--- config.mk ---
export PLATFORM = sky130hd
export DESIGN_NAME = exc_ctrl
export DESIGN_NICKNAME = d
export VERILOG_FILES = /design/src/rtl/exc_ctrl.sv
export SDC_FILE = /design/constraint.sdc
export NUM_CORES = 1
export LEC_CHECK = 0
export ABC_AREA = 1
export CAP_MARGIN = 5
export CORE_AREA = 2 2 84 86
export CTS_BUF_LIST = sky130_fd_sc_hd__clkbuf_2 sky130_fd_sc_hd__clkbuf_4 sky130_fd_sc_hd__clkbuf_8
export CTS_CLUSTER_SIZE = 12
export DETAILED_ROUTE_END_ITERATION = 12
export DIE_AREA = 0 0 86 88
export PLACE_DENSITY = 0.86
export RECOVER_POWER = 100
export SLEW_MARGIN = 10
export SYNTH_ARGS = -nofsm -noshare
export SYNTH_HDL_FRONTEND = slang
export SYNTH_SLANG_ARGS = --single-unit
--- constraint.sdc ---
create_clock -name clk -period 1.9 [get_ports clk]
set_input_delay 0.285 -clock clk [delete_from_list [all_inputs] [get_ports clk]]
set_output_delay 0.285 -clock clk [all_outputs]
set_load 0.1 [all_outputs]
--- src/rtl/exc_ctrl.sv ---
// Exception/stall controller: freezes the pipeline on an exception, emits a
// one-cycle flush with the redirect PC, arbitrates stage stalls and flags interrupts.
//
// state | meaning
// IDLE  | normal flow, watching for exceptions and stall requests
// FLUSH | flush_o pulse with the latched redirect PC
// HOLD  | one settling cycle, exceptions ignored
module exc_ctrl #(
   parameter logic [31:0] EXC_VECTOR = 32'h0000_0020,
   parameter logic [7:0]  STALL_MAX  = 8'd64
) (
   input  logic        clk,
   input  logic        rst,
   input  logic        stallreq_id_i,
   input  logic        stallreq_ex_i,
   input  logic [31:0] exception_type_i,
   input  logic [31:0] cp0_status_i,
   input  logic [31:0] cp0_cause_i,
   input  logic [31:0] cp0_epc_i,
   output logic [5:0]  stall_o,
   output logic        flush_o,
   output logic [31:0] new_pc_o,
   output logic        int_pending_o,
   output logic [2:0]  int_line_o,
   output logic        stall_timeout_o
);

   localparam logic [1:0] IDLE  = 2'd0;
   localparam logic [1:0] FLUSH = 2'd1;
   localparam logic [1:0] HOLD  = 2'd2;
   localparam logic [31:0] EXC_ERET = 32'h0000_000e;

   logic [1:0]  state;
   logic [31:0] target;
   logic [7:0]  stall_cnt;
   logic        timeout_q;
   logic        exc_hit;
   logic        run_stall;
   logic [5:0]  req_stall;
   logic [7:0]  pending;
   logic        unused_ok;

   assign exc_hit = (state == IDLE) && (exception_type_i != 32'd0);

   always_comb begin
      req_stall = 6'b000000;
      if (stallreq_ex_i)
         req_stall = 6'b001111;
      else if (stallreq_id_i)
         req_stall = 6'b000111;
   end

   assign run_stall = (state == IDLE) && !exc_hit && (req_stall != 6'b000000);

   always_comb begin
      stall_o = 6'b000000;
      if (!rst) begin
         if (exc_hit)
            stall_o = 6'b111111;
         else if (state == IDLE)
            stall_o = req_stall;
      end
   end

   always_ff @(posedge clk) begin
      if (rst) begin
         state     <= IDLE;
         target    <= 32'd0;
         stall_cnt <= 8'd0;
         timeout_q <= 1'b0;
      end else begin
         case (state)
            IDLE: if (exc_hit) begin
               state  <= FLUSH;
               target <= (exception_type_i == EXC_ERET) ? cp0_epc_i : EXC_VECTOR;
            end
            FLUSH:   state <= HOLD;
            default: state <= IDLE;
         endcase
         // any cycle without an IDLE stall request breaks the run
         if (run_stall)
            stall_cnt <= (stall_cnt == 8'hff) ? 8'hff : stall_cnt + 8'd1;
         else
            stall_cnt <= 8'd0;
         if (stall_cnt == STALL_MAX)
            timeout_q <= 1'b1;
      end
   end

   assign flush_o         = (state == FLUSH);
   assign new_pc_o        = flush_o ? target : 32'd0;
   assign stall_timeout_o = timeout_q | (stall_cnt == STALL_MAX);

   assign pending = cp0_cause_i[15:8] & cp0_status_i[15:8];

   always_comb begin
      int_line_o = 3'd0;
      if (!rst) begin
         for (int i = 0; i < 8; i++)
            if (pending[i])
               int_line_o = 3'(i);
      end
   end

   assign int_pending_o = !rst && (|pending) && cp0_status_i[0] && !cp0_status_i[1];

   assign unused_ok = ^{cp0_status_i[31:16], cp0_status_i[7:2],
                        cp0_cause_i[31:16], cp0_cause_i[7:0]};

endmodule

==> results of run 1 <==
-- what timing repair did --
action / 4_1_cts / 5_1_grt
pin swaps: 17 / 30
buffers inserted: 9 / 2
endpoints found under the setup margin: 7 / 60
cloned: 0 / 2
endpoints found under the hold margin: 0 / 0
resized for setup: 15 / 30
-- cell type report --
cell class / count / area (um2) / area share [%]
clock buffers: 6 / 82.58 / 1.767
clock inverters: 2 / 35.03 / 0.7495
inverters: 79 / 300.3 / 6.424
multi-input cells: 302 / 1588 / 33.97
flip-flops and latches: 43 / 862.1 / 18.44
well taps: 80 / 100.1 / 2.141
repair buffers: 151 / 1707 / 36.51
-- power by group --
group | switching, mW | internal [mW] | total, mW | leakage [nW]
clock network | 0.290 | 0.425 | 0.715 | 0.0612
logic | 0.705 | 0.407 | 1.11 | 1.83
registers | 0.0206 | 0.962 | 0.982 | 0.352
-- worst max path at each step --
| stage | to | cells past startpoint | startpoint |
|---|---|---|---|
| finish | target[19] | 14 | exception_type_i[14] |
| global route | target[23] | 14 | exception_type_i[14] |
| CTS | stall_o[1] | 8 | exception_type_i[13] |
| detailed placement | stall_o[1] | 8 | exception_type_i[15] |
| global placement | stall_o[0] | 8 | exception_type_i[15] |
| floorplan | new_pc_o[1] | 5 | state[0] |
-- registers in the layout, indices dropped and copies added, names as in the netlist --
register	flops
target	32
stall_cnt	8
state	2
timeout_q	1
-- metal layers --
metal	vias to the layer above	routed length, um
met4	0	157
met5	-	0
met1	1361	3082
met2	123	4206
met3	13	667
li1	1557	-
-- synth_stat cells, types with 3 or more instances --
master / instances
a21oi_1: 8
buf_1: 3
nor2_2: 3
nor2_1: 155
a31oi_1: 4
nand3_1: 13
dfxtp_1: 43
o21ai_0: 5
inv_1: 77
nand2_1: 98
buf_6: 8
buf_4: 3
-- worst max-delay path, delay by kind of cell --
kind	cells	cell delay (ns)
AND/OR/NAND/NOR	7	0.86
buffers and inverters	7	0.93
-- cell usage in the layout (no fill, tap or decap), types with 5 or more instances in the layout --
master           instances
nor2_1                 115
nand2_1                 97
inv_1                   75
clkdlybuf4s50_1         53
dfxtp_1                 42
nor2_4                  36
dlymetal6s2s_1          22
buf_6                   18
buf_12                  18
buf_4                   18
nand3_1                 12
dlygate4sd2_1           10
nor2_2                   9
clkbuf_4                 9
clkbuf_8                 6
a21oi_1                  5
-- cells by family after synthesis --
family | after synthesis
buffers and inverters | 96
adders and majority gates | 2
and+or+nand+nor | 279
DFF | 43
AOI/OAI and AO/OA | 20
==> impl_metrics.csv, run 1 <==
group,metric,value,unit
synth,synth.distinct_cells,27,
die,die_area,7568,um2
synth,ys_async_sr_fraction,0,%
placement,portBuffers,129,
die,pin_count,176,
synth,synth_top_area_share,33.71,%
sta,rsz0062_at_grt,"true",
synth,synth-edff-count,0,
global_route,antenna_found_initial,0,
synth,syn_area,2554,um2
power,power,2.809,mW
power,powerDensity,600.9,nW/um2
synth,syn_area_per_cell,5.804,um2
synth,yosysWarnings,0,
clock_tree,clock_latency,0.28,ns
power,ir_drop,497.8,uV
clock_tree,cts_sinks,43,
worst_setup_path,crit_type,"in2reg",
synth,synth_xor_area_share,0,%
routing,wirelength,8113,um
clock_tree,cts_made_buffers,5,
worst_setup_path,critPathLaunchType,"input pin",
die,start_util,38.44,%
worst_setup_path,critPathSlowestCell,"nor2_4",
global_route,grt_busiest_layer,"met2",
hold_path,hold_depth,2,
clock_tree,hold_buffers,0,
clock_tree,htree_levels,2,
synth,netlist_instances,440,
hold_path,min_path_type,"reg2reg",
hold_path,min_to,"timeout_q",
routing,drtIter0Drc,113,
routing,drt_pass1_iterations,4,
placement,placedCellCount,642,
placement,pre_cts_slack,-0.1014,ns
layout,drive_gt1_share,23.16,%
placement,gp_congestion,0.7761,
global_route,first_global_vias,3020,
worst_setup_path,slowest_delay,0.29,ns
worst_setup_path,r2r-end,"target[23]",
sta,fin_crit,1.839,ns
sta,hold_slack,0.4734,ns
worst_setup_path,path_common_cell,"buf_4",
routing,drt_drc_violations_left,0,
worst_setup_path,reg2reg_from,"state[1]",
sta,finalSetupTns,0,ns
sta,timing.final.ws_setup,0.06099,ns
sta,hold_viol,0,
sta,drv_slew,0,
layout,stdcell_count,663,
placement,placed_area,4649,um2
clock_tree,cts_max_path_buffers,2,
die,die_y,88,um
synth,synth_seq_cells,43,
synth,ys_seq_area_share,33.71,%
synth,synth_area_leaders,"dfxtp_1, nor2_1, nand2_1, inv_1, buf_6",
sta,fmaxAchievable,543.8,MHz
die,core,6644,um2
layout,fin_area,4674,um2
global_route,grtUsageTotal,19.38,%
routing,wl_per_cell,12.24,um
global_route,grt_util_met2,36.86,%
power,leakagePower,2.242,nW
synth,synthFlopType,"dfxtp_1",
clock_tree,clk_pin_slew,0.08,ns
layout,nNetsFinal,716,
worst_setup_path,arrival,2.06,ns
synth,synth_compound_area_share,4.802,%
layout,diodes,0,
worst_setup_path,critPathMaxFanout,8,
worst_setup_path,path_cells,"dlygate4sd2_1 > nor2_1 > buf_4 > buf_4 > buf_4 > buf_4 > buf_4 > nand4_1 > nor2_4 > buf_6 > nand3_2 > nand2_1 > nand2_1 > nor2_1",
synth,synth_top_family_by_area,"simple AND/OR/NAND/NOR gates",
hold_path,hold_start,"timeout_q",
routing,vias,3054,
layout,fillCellCount,534,
routing,postRouteAntennaNets,0,
run_status,status,"finished clean",
layout,finish.utilization,70.36,%
worst_setup_path,worstSetupEndpointType,"register",
global_route,use_met3,6.032,%
synth,synthMuxAreaShare,0,%
sta,worst_pin_slew,0.5435,ns
clock_tree,cts-root-buf,"clkbuf_8",
die,fp.dieW,86,um
layout,syn2layout_area_growth,83.05,%
synth,syn_nets,574,
global_route,grt_util_met1,20.56,%
global_route,grt_max_degree,51,
synth,synth_top_area_cell,"dfxtp_1",
global_route,grt_overflow_total,0,
sta,max_slew_margin,63.92,%
worst_setup_path,r2r_slack,0.44,ns
worst_setup_path,required,2.13,ns
clock_tree,cts_tree,"yes",
sta,skew,0.002002,ns
global_route,grt_pass1_wl,11960,um
synth,synth_fa_ha_area_share,0.9799,%
placement,hpwlAfterDp,5491,um
die,rows,30,
run,max-cap-violations,0,
worst_setup_path,worstRegToRegCells,6,
sta,period_share,96.79,%
synth,synth-simple-area-share,43.51,%
routing,vias_per_cell,4.606,
sta,finalSetupViolCount,0,
No activity file was read; power rests on OpenSTA's default activity.
==> run 2, diff against run 1 <==
Settings changed: CAP_MARGIN 5 to default, GPL_ROUTABILITY_DRIVEN from default to 0.
==> results of run 2 <==
Final layout, timing and power as in run 1 (identical DEF).
==> run 3, diff against run 2 <==
Settings changed: CAP_MARGIN from default to 5, CORE_AREA 2 2 84 86 to 2 2 85 87, CTS_BUF_LIST sky130_fd_sc_hd__clkbuf_2 sky130_fd_sc_hd__clkbuf_4 sky130_fd_sc_hd__clkbuf_8 to default, DIE_AREA 0 0 86 88 to 0 0 87 89, PLACE_DENSITY 0.86 to 0.84.
==> run 3 against run 2 <==
Compared with the run above:
- first-iteration DRC count is 9.7% lower
- global-route usage rose by 0.82 points
- setup slack worse by 0.0030 ns
- clock skew is 0.0058 ns higher
- critical endpoint is now stall_o[0]
- highest routed layer unchanged
==> impl_metrics.csv, run 3 (synthesis gave the netlist of run 1 again) <==
group,metric,value,unit
layout,final_cell_mix,"nor2_1, nand2_1, inv_1",
layout,stdcell_count,663,
layout,diodes,0,
routing,drt_drc_violations_left,0,
power,leakagePower,2.311,nW
global_route,grt_pass1_wl,12610,um
die,die_area,7743,um2
clock_tree,htree_levels,2,
die,pin_count,176,
sta,max_slew_margin,66.26,%
clock_tree,cts_sinks,43,
power,p_sw_share,34.59,%
clock_tree,cts_made_buffers,5,
sta,drv_slew,0,
power,p_switching,1.036,mW
worst_setup_path,critPathSlowestCell,"clkdlybuf4s50_1",
sta,hold_slack,0.4703,ns
layout,nNetsFinal,716,
routing,vias,3037,
clock_tree,hold_buffers,0,
die,die_y,89,um
worst_setup_path,required,1.62,ns
run,max-cap-violations,0,
die,core,6719,um2
sta,skew,0.007760,ns
power,clkPwrFrac,27.7,%
clock_tree,clock_latency,0.29,ns
worst_setup_path,slowest_delay,0.40,ns
global_route,grtUsageTotal,20.20,%
routing,wl_per_cell,11.59,um
sta,period_share,96.95,%
sta,worst_pin_slew,0.5056,ns
sta,fmaxAchievable,542.9,MHz
layout,syn2layout_area_growth,94.02,%
global_route,first_global_vias,3071,
worst_setup_path,worstSetupEndpointType,"output port",
routing,drt_pass1_iterations,4,
die,rows,30,
sta,finalSetupTns,0,ns
run_status,status,"finished clean",
global_route,grt_overflow_total,0,
die,fp.dieW,87,um
layout,largest_register_ffs,32,
clock_tree,clk_pin_slew,0.07,ns
global_route,grt_max_degree,51,
power,p_comb_share,39.5,%
routing,wirelength,7685,um
worst_setup_path,arrival,1.56,ns
worst_setup_path,critPathMaxFanout,5,
hold_path,min_path_type,"reg2reg",
power,powerDensity,604.5,nW/um2
routing,drtIter0Drc,102,
placement,portBuffers,129,
clock_tree,cts_max_path_buffers,2,
routing,vias_per_cell,4.581,
global_route,antenna_found_initial,0,
worst_setup_path,path_cells,"clkdlybuf4s50_1 > nor2_1 > nand2_1 > nor2_2 > nand2_2 > nor2_4 > a21oi_4 > buf_12",
layout,final_common_cell,"nor2_1",
sta,fin_crit,1.842,ns
die,start_util,38.01,%
layout,top_register,"target",
placement,hpwlAfterDp,5550,um
sta,hold_viol,0,
layout,drive_gt1_share,22.98,%
clock_tree,cts_tree,"yes",
placement,placedCellCount,643,
power,pwr-share-seq,32.8,%
layout,top_regs,"target (32), stall_cnt (8), state (2)",
power,ir_drop,551.8,uV
worst_setup_path,crit_type,"in2out",
routing,postRouteAntennaNets,0,
power,power,2.995,mW
clock_tree,cts-root-buf,"clkbuf_8",
sta,finalSetupViolCount,0,
worst_setup_path,critPathLaunchType,"input pin",
power,p_int,1.959,mW
run 3: changes by cell type in the layout (fill, tap and decap cells not counted), sizes merged:
cell           previous run  this run
bufinv                    1         2
clkdlybuf4s50            53        55
nand2                   102       101
dlymetal6s2s             22        20
buf                      56        65
clkbuf                   16         8
clkinv                    3         2
run 3: worst paths after layout:
kind	start	end	slack [ns]	cells past startpoint
max	exception_type_i[23]	stall_o[0]	0.06	8
min	timeout_q	timeout_q	0.47	2
max reg2reg	state[1]	target[25]	0.50	6
min reg2reg	timeout_q	timeout_q	0.47	2
run 3: timing repair:
action	CTS	global route
gates cloned	0	1
buffers inserted	9	2
endpoints found under the setup margin	4	30
pin swaps	15	21
gates resized for setup	12	25
run 3: worst max-delay path, delay by kind of cell:
| kind | cells | cell delay (ns) |
|---|---|---|
| buffers and inverters | 2 | 0.58 |
| AND/OR/NAND/NOR | 5 | 0.56 |
| AO/OA/AOI/OAI | 1 | 0.13 |
run 3: metrics by stage:
stage,area [um2],util [%],setup slack [ns]
floorplan,2919,-,-0.1510
global placement,4657,69.31,-0.02327
detailed placement,4657,69.31,-0.06666
CTS,4850,72.18,0.00001499
global route,4955,73.74,-0.007241
finish,4955,73.74,0.05801
run 3: area by class of cell:
class | count | area, um2
inverter | 79 | 302.8
sequential | 43 | 862.1
multi-input combinational | 301 | 1565
tap | 80 | 100.1
fill | 490 | 1764
clock inverter | 2 | 60.06
timing repair buffer | 152 | 1992
clock buffer | 6 | 72.57
run 3: metal layers:
metal	track usage (%)	vias to the layer above	wire length, um	part of all wire, %
met4	5.824	0	113	1.5
met2	39.28	119	3961	52
met1	20.82	1349	3022	39
met5	0	-	0	0
met3	6.002	10	587	7.6
li1	-	1559	-	-
run 3: power by group through the flow:
stage	combinational [mW]	sequential [mW]	clock [mW]
2_1_floorplan	0.774	0.998	0
3_3_place_gp	1.14	1.00	0
3_5_place_dp	1.16	1.00	0
4_1_cts	1.17	0.982	0.845
5_1_grt	1.26	0.988	0.889
6_report	1.18	0.983	0.830
